<file path="config.mk">
export PLATFORM = sky130hd
export DESIGN_NAME = conv_psum_accum
export DESIGN_NICKNAME = d
export VERILOG_FILES = /design/src/rtl/conv_psum_accum.sv
export SDC_FILE = /design/constraint.sdc
export NUM_CORES = 2
export LEC_CHECK = 0
export BUFFER_PORTS_ARGS = -buffer_cell sky130_fd_sc_hd__buf_2
export CORE_MARGIN = 3
export CORE_UTILIZATION = 38
export DETAILED_ROUTE_END_ITERATION = 16
export HOLD_SLACK_MARGIN = 0.08
export MAX_ROUTING_LAYER = met4
export PLACE_DENSITY = 0.54
export SYNTH_ARGS = -nofsm -noshare
export SYNTH_HDL_FRONTEND = slang
export SYNTH_SLANG_ARGS = --single-unit
</file>
<file path="constraint.sdc">
create_clock -name clk -period 4 [get_ports clk]
set_input_delay 0.8 -clock clk [delete_from_list [all_inputs] [get_ports clk]]
set_output_delay 0.8 -clock clk [all_outputs]
set_load 0.005 [all_outputs]
</file>
<file path="src/rtl/conv_psum_accum.sv">
// Partial-sum accumulator placed behind the low-bit conv core.
// It sums per-lane signed partials over a configurable number of beats,
// saturating on overflow, and hands each group's final vector downstream.
//
// Handshakes: a transfer happens on a cycle where valid && ready are both high.
// valid never depends on ready. in_ready follows out_ready combinationally while
// a result is held, so a new group can start on the same cycle the old one drains.
module conv_psum_accum #(
  parameter int OC2_LANES = 16,
  parameter int ACC_W     = 32,
  parameter int CNT_W     = 16
) (
  input  logic                                clk,
  input  logic                                rst_n,
  input  logic                                soft_clear,
  input  logic [CNT_W-1:0]                    cfg_num_beats,
  input  logic                                in_valid,
  output logic                                in_ready,
  input  logic [OC2_LANES-1:0][ACC_W-1:0]     in_partial,
  output logic                                out_valid,
  input  logic                                out_ready,
  output logic [OC2_LANES-1:0][ACC_W-1:0]     out_acc,
  output logic [OC2_LANES-1:0]                out_sat,
  output logic                                busy,
  output logic                                dbg_state
);

  typedef enum logic {
    ST_ACC  = 1'b0,
    ST_HOLD = 1'b1
  } state_t;

  state_t                             state_q, state_d;
  logic [CNT_W-1:0]                   count_q;
  logic [CNT_W-1:0]                   target_q;
  logic [CNT_W-1:0]                   cfg_eff;
  logic [CNT_W-1:0]                   tgt_now;
  logic [CNT_W:0]                     count_inc;
  logic                               accept;
  logic                               first;
  logic                               last;
  logic [OC2_LANES-1:0][ACC_W-1:0]    acc_q, acc_d;
  logic [OC2_LANES-1:0]               sat_q, sat_d;

  // Returns {overflow_flag, clamped_sum} for a signed ACC_W-bit addition.
  function automatic logic [ACC_W:0] sat_add(input logic [ACC_W-1:0] a,
                                             input logic [ACC_W-1:0] b);
    logic [ACC_W:0] sum;
    sum = {a[ACC_W-1], a} + {b[ACC_W-1], b};
    if (sum[ACC_W] != sum[ACC_W-1]) begin
      if (sum[ACC_W]) sat_add = {1'b1, 1'b1, {(ACC_W-1){1'b0}}};
      else            sat_add = {1'b1, 1'b0, {(ACC_W-1){1'b1}}};
    end else begin
      sat_add = {1'b0, sum[ACC_W-1:0]};
    end
  endfunction

  // A programmed beat count of zero behaves like a one-beat group.
  assign cfg_eff   = (cfg_num_beats == '0) ? {{(CNT_W-1){1'b0}}, 1'b1} : cfg_num_beats;
  assign first     = (count_q == '0);
  assign tgt_now   = first ? cfg_eff : target_q;
  assign count_inc = {1'b0, count_q} + {{CNT_W{1'b0}}, 1'b1};

  assign in_ready  = !soft_clear && ((state_q == ST_ACC) || out_ready);
  assign accept    = in_valid && in_ready;
  assign last      = accept && (count_inc == {1'b0, tgt_now});

  assign out_valid = (state_q == ST_HOLD);
  assign busy      = (count_q != '0) || (state_q == ST_HOLD);
  assign dbg_state = state_q;

  // Per-lane next accumulator: the first beat loads the partial directly, later beats saturate-add.
  always_comb begin
    acc_d = acc_q;
    sat_d = sat_q;
    for (int l = 0; l < OC2_LANES; l++) begin
      if (first) begin
        acc_d[l] = in_partial[l];
        sat_d[l] = 1'b0;
      end else begin
        {sat_d[l], acc_d[l]} = sat_add(acc_q[l], in_partial[l]);
        sat_d[l] = sat_d[l] | sat_q[l];
      end
    end
  end

  // FSM state register.
  always_ff @(posedge clk or negedge rst_n) begin
    if (!rst_n) state_q <= ST_ACC;
    else        state_q <= state_d;
  end

  // FSM next state: abort wins, then group completion, then drain of a held result.
  always_comb begin
    state_d = state_q;
    if (soft_clear)                             state_d = ST_ACC;
    else if (last)                              state_d = ST_HOLD;
    else if ((state_q == ST_HOLD) && out_ready) state_d = ST_ACC;
  end

  // Beat counter, working accumulators and the output holding register.
  always_ff @(posedge clk or negedge rst_n) begin
    if (!rst_n) begin
      count_q  <= '0;
      target_q <= '0;
      acc_q    <= '0;
      sat_q    <= '0;
      out_acc  <= '0;
      out_sat  <= '0;
    end else if (soft_clear) begin
      count_q  <= '0;
      out_sat  <= '0;
    end else if (accept) begin
      acc_q <= acc_d;
      sat_q <= sat_d;
      if (first) target_q <= cfg_eff;
      if (last) begin
        count_q <= '0;
        out_acc <= acc_d;
        out_sat <= sat_d;
      end else begin
        count_q <= count_inc[CNT_W-1:0];
      end
    end
  end

endmodule
</file>
### Word-level counts from Yosys, hierarchy flattened

Cells that the tools add are included.

| storage, ports and cells | value |
|---|---|
| flip-flop bits (word level) | 1089 |
| output and inout bits | 532 |
| input port bits | 533 |
| logic and storage cells | 196 |

| cells by class | value |
|---|---|
| equality and inequality tests | 17 |
| reduce and logical (&&, ||, !) cells | 16 |
| muxes and demuxes | 91 |
| add/sub/neg operators | 17 |
| bitwise gates (word level) | 18 |

Operator list:

| kind | count |
|---|---|
| $mux 33 | 32 |
| $mux 32 | 32 |
| $add 32x32->33 | 16 |
| $mux 16 | 8 |
| $logic_not 16->1 | 2 |
| $mux 1 | 19 |
| $add 16x1->17 const B | 1 |
| $eq 17x16->1 | 1 |
| $ne 1x1->1 | 16 |
| $or 1x1->1 | 16 |
| $reduce_bool 16->1 | 1 |
| $logic_and 1x1->1 | 4 |
| $reduce_and 2->1 | 2 |
| $reduce_bool 2->1 | 2 |
| $reduce_and 3->1 | 1 |
| $reduce_bool 3->1 | 1 |
| $logic_or 1x1->1 | 2 |
| $not 1->1 | 2 |
| $logic_not 1->1 | 1 |

### Logic depth before layout (Yosys ltp)

| depth | value |
|---|---|
| depth in word-level cells | 9 |
| gate-level depth with buffers | 18 |
| mapped depth without buffers | 13 |

### Worst setup path after synthesis

OpenSTA, ideal clock, no wires.

| timing | value |
|---|---|
| path type | input port to flip-flop |
| start point | input in_partial[0] (netlist bit) |
| end point | register out_acc[17] (netlist bit) |
| arrival time | 3.754 ns |
| setup time | 0.121 ns |
| path buffers | 1 |
| required time | 3.879 ns |
| slack | 0.125 ns |
| cell stages on the path | 13 |
| cells stage by stage | ha_1 -> fa_1 -> a21oi_1 -> o21ai_1 -> a2111oi_0 -> o211ai_1 -> a41oi_1 -> o311ai_0 -> mux2_2 -> inv_2 -> clkbuf_2 -> o21ai_1 -> a22o_1 |

| between the ends | value |
|---|---|
| cells in the longest elaborated chain, start to end | 5 |
| elaborated cells between the ends (all ways) | 6 |
| those cells by class | add/sub (1); eq/ne (1); mux (4) |

RTL lines:

| element | line | RTL |
|---|---|---|
| from (decl) | 19 | `input logic [OC2_LANES-1:0][ACC_W-1:0] in_partial,` |
| $add 32x32->33 (*) | 49 | `sum = {a[ACC_W-1], a} + {b[ACC_W-1], b};` |
| $mux 32 / $ne 1x1->1 (equally long branches) | 51, 50 |  |
| $mux 33 (*) | 50 | `if (sum[ACC_W] != sum[ACC_W-1]) begin` |
| $mux 33 (*) | 77 | `if (first) begin` |
| $mux 32 (*) | 77 |  |
| to (signal assigned) | 108 | `out_acc <= '0;` |
| to (signal assigned) | 119 | `out_acc <= acc_d;` |
| to (decl) | 22 | `output logic [OC2_LANES-1:0][ACC_W-1:0] out_acc,` |

Every way passes the cells marked *; elsewhere a longest branch is shown, timed or not. The select of a mux whose other input is x is not followed.
A chain may end at the register's enable or synchronous reset.

### Worst setup path after layout

| timing | value |
|---|---|
| start point | register count_q[0] |
| end point | output busy |

| between the ends | value |
|---|---|
| cells in the longest elaborated chain, start to end | 2 |

RTL lines:

| element | line | RTL |
|---|---|---|
| from (decl) | 34 | `logic [CNT_W-1:0] count_q;` |
| from (signal assigned) | 122 | `count_q <= count_inc[CNT_W-1:0];` |
| $reduce_bool 16->1 | 69 | `assign busy = (count_q != '0) \|\| (state_q == ST_HOLD);` |
| $logic_or 1x1->1 | 69 |  |
| to (decl) | 24 | `output logic busy,` |

No other way between the ends.

==> reports/results.ini <==
[floorplanning]
core_um2=198000
initial_utilization_pct=38.4
rows=163
ios=1065
die_x_um=453
die-area_um2=206000
dieHeight_um=453

[synth]
syn_inst=8929
async_reset_ff_share_pct=100
ys_ff_latch=1089
synth_edf_count=0
avgSynthCellArea_um2=8.52
syn_nets=9992
synth_seq_area_share_pct=35.8
ys_warn_count=0
netlist_area_um2=76100
ys.flop_type=dfrtp_1
synth.distinct_cells=109

[setup_path]
crit_buf_inv=3
worstSetupEndpointType=primary output
critPathSlowestCell=buf_4
slowest_delay_ps=480
cp_max_fo=33
crit_chain=inv_1 > ha_1 > nor4b_2 > and4_4 > buf_4 > nand2b_1 > buf_2
cp_top_family=simple AND/OR/NAND/NOR gates
cp-start-kind=register
cp_data_required_time_ps=3200
crit_arrival_ps=2990
path_class=reg -> out

[route]
via_count=74700
first_pass_iters=6
viasPerCell=5.65
wirelength_um=312000
drcViolationCount=0
wl_per_cell_um=23.6
ant_nets=0
drt_iter0_markers=5209

[layout]
utilization_pct=47.4
area_growth_syn_to_layout_pct=23.6
layout_common_cells=1207 x nand2_1, 1089 x dfrtp_1, 1069 x o21ai_0
drive_gt1_share_pct=23.0
fin_area_um2=94000
num-nets-final=11400
final_common_cell=nand2_1

[min_path]
min_path_type=in -> reg

[placement]
place_hpwl_um=244000
gp_congestion=0.965
port_buffers=1064
pre_cts_slack_ps=-486
placed_area_um2=89000

[grt]
grt_pass1_wl_um=466000
grt.overflow.total=0
grt_use_total_pct=30.3
antenna_found_initial=164
grt_start_max_net_pins=140
grt_pass1_vias=73600

[cts]
clkTransAtPathRegs_ps=60
clock-sinks=1089
cts_buffers=135
clk_path_buf_depth=3
htreeDepth=4
cts-root-buf=clkbuf_16
cts_tree=built
worstSkewPairLatency_ps=810

[timing]
whs_ps=225
clock.fmax_mhz=264
period_minus_slack_ps=3790
rsz0062_at_grt=false
fin_setup_tns_ps=0
finalSetupViolCount=0
worst_pin_slew_ps=1140
slew_viol_final=0
skew_ps=39.4
hold_violations=0
period_share_pct=94.9
relSlewSlack_pct=24.0
fin_ws_ps=206

[power]
peakVddDrop_mv=0.419
powerDensity_nw_per_um2=708
p_leak_nw=45.8

[run]
max-cap-violations=0

[status]
outcome=completed

## flip-flops by register name, indices dropped and copies added, names as in the netlist
| name | flops |
|---|---|
| out_sat | 16 |
| target_q | 16 |
| dbg_state | 1 |
| sat_q | 16 |
| acc_q | 512 |
| out_acc | 512 |
| count_q | 16 |
## cells in the mapped netlist (17+ instances only)
library cell	count	share of area [%]
inv_1	165	0.81
and4_1	26	0.30
o21bai_1	68	0.67
xor2_1	173	2.0
buf_2	99	0.65
a21o_1	315	3.1
o21ai_0	1070	7.0
nand2_1	1210	6.0
ha_1	514	8.5
nor3_1	123	0.81
or3_1	62	0.51
nand4_1	84	0.69
clkbuf_1	355	1.8
a22o_1	51	0.59
a211o_1	25	0.29
maj3_1	20	0.26
and3_1	76	0.62
o2bb2ai_1	38	0.44
a2bb2oi_1	42	0.48
a31oi_1	118	0.97
mux2_1	17	0.25
dfrtp_1	1089	36
xnor2_1	256	2.9
and2_1	56	0.46
nand3_1	147	0.97
a21boi_0	21	0.21
or2_2	32	0.26
a41oi_1	18	0.21
a211oi_1	73	0.72
nor2b_1	39	0.32
o21a_1	69	0.68
o22ai_1	57	0.47
o31a_1	20	0.23
nand2b_1	64	0.53
a221oi_1	22	0.25
o211ai_1	86	0.85
mux2i_1	43	0.57
o21ai_1	69	0.45
a22oi_1	58	0.57
a31o_2	20	0.23
mux2_2	264	3.9
a21oi_1	821	5.4
nor2_1	618	3.0
o31ai_1	43	0.42
## routing by layer
| layer | part of all wire, % | GRT usage, % | vias to the layer above | routed length, µm |
|---|---|---|---|---|
| met5 | 0 | - | - | 0 |
| met4 | 6.4 | 17.2 | 0 | 20100 |
| met3 | 5.0 | 4.60 | 683 | 15700 |
| met2 | 46 | 47.9 | 2117 | 144000 |
| met1 | 42 | 36.9 | 36400 | 132000 |
| li1 | - | - | 35500 | - |
## worst paths after layout
| check | slack (ps) | cells after the start | endpoint | start |
|---|---|---|---|---|
| max in group asynchronous | 2070 | 3 | acc_q[424] | rst_n |
| setup reg to reg | 230 | 15 | acc_q[30] | acc_q[0] |
| min in group asynchronous | 570 | 2 | acc_q[366] | rst_n |
| setup / recovery | 210 | 7 | busy | count_q[0] |
| hold / removal | 230 | 3 | target_q[10] | cfg_num_beats[10] |
| hold reg to reg | 470 | 2 | out_acc[511] | out_acc[511] |
## per-stage QoR
step / std cells / power, mW
detailed placement: 12900 / 53.1
floorplan: 8929 / 39.9
global placement: 12900 / 52.8
finish: 13200 / 66.6
CTS: 13100 / 66.6
global route: 13200 / 71.7
## power breakdown
group	switching (mW)	internal (mW)	total, mW
Sequential	1.38	13.3	14.7
Clock	5.30	7.87	13.2
Combinational	21.9	16.8	38.8
Total	28.6	38.0	66.6
## cells by family (layout without fill, tap and decap cells)
kind of cell | Yosys count | in the layout | share of synthesized area, %
mux | 325 | 325 | 4.75
flops | 1089 | 1089 | 35.8
xor+xnor | 432 | 432 | 5.02
fa+ha+maj | 550 | 550 | 9.14
buf+inv | 658 | 2200 | 3.53
other cells | 0 | 105 | 0
compound gates | 3268 | 3268 | 26.5
simple gates | 2607 | 2607 | 15.3
## worst min-delay path: cells and delay by family
| family | cells | cell delay [ps] |
|---|---|---|
| AND/OR/NAND/NOR | 2 | 100 |
| buffers and inverters | 1 | 100 |
## what timing repair did
item,4_1_cts,5_1_grt
resized for setup,0,10
hold buffers,1,0
hold endpoints to repair,52,0
setup endpoints to repair,0,140
setup buffers,0,2
## final cells by class
cell class	instances	area, µm²
Sequential cell	1089	27300
Multi-Input combinational cell	7182	46300
Fill cell	19500	104000
Inverter	166	623
Antenna cell	105	263
Clock inverter	50	668
Tap cell	2640	3300
Timing Repair Buffer	1788	11600
Clock buffer	196	4040
(Power assumes the default switching activity.)
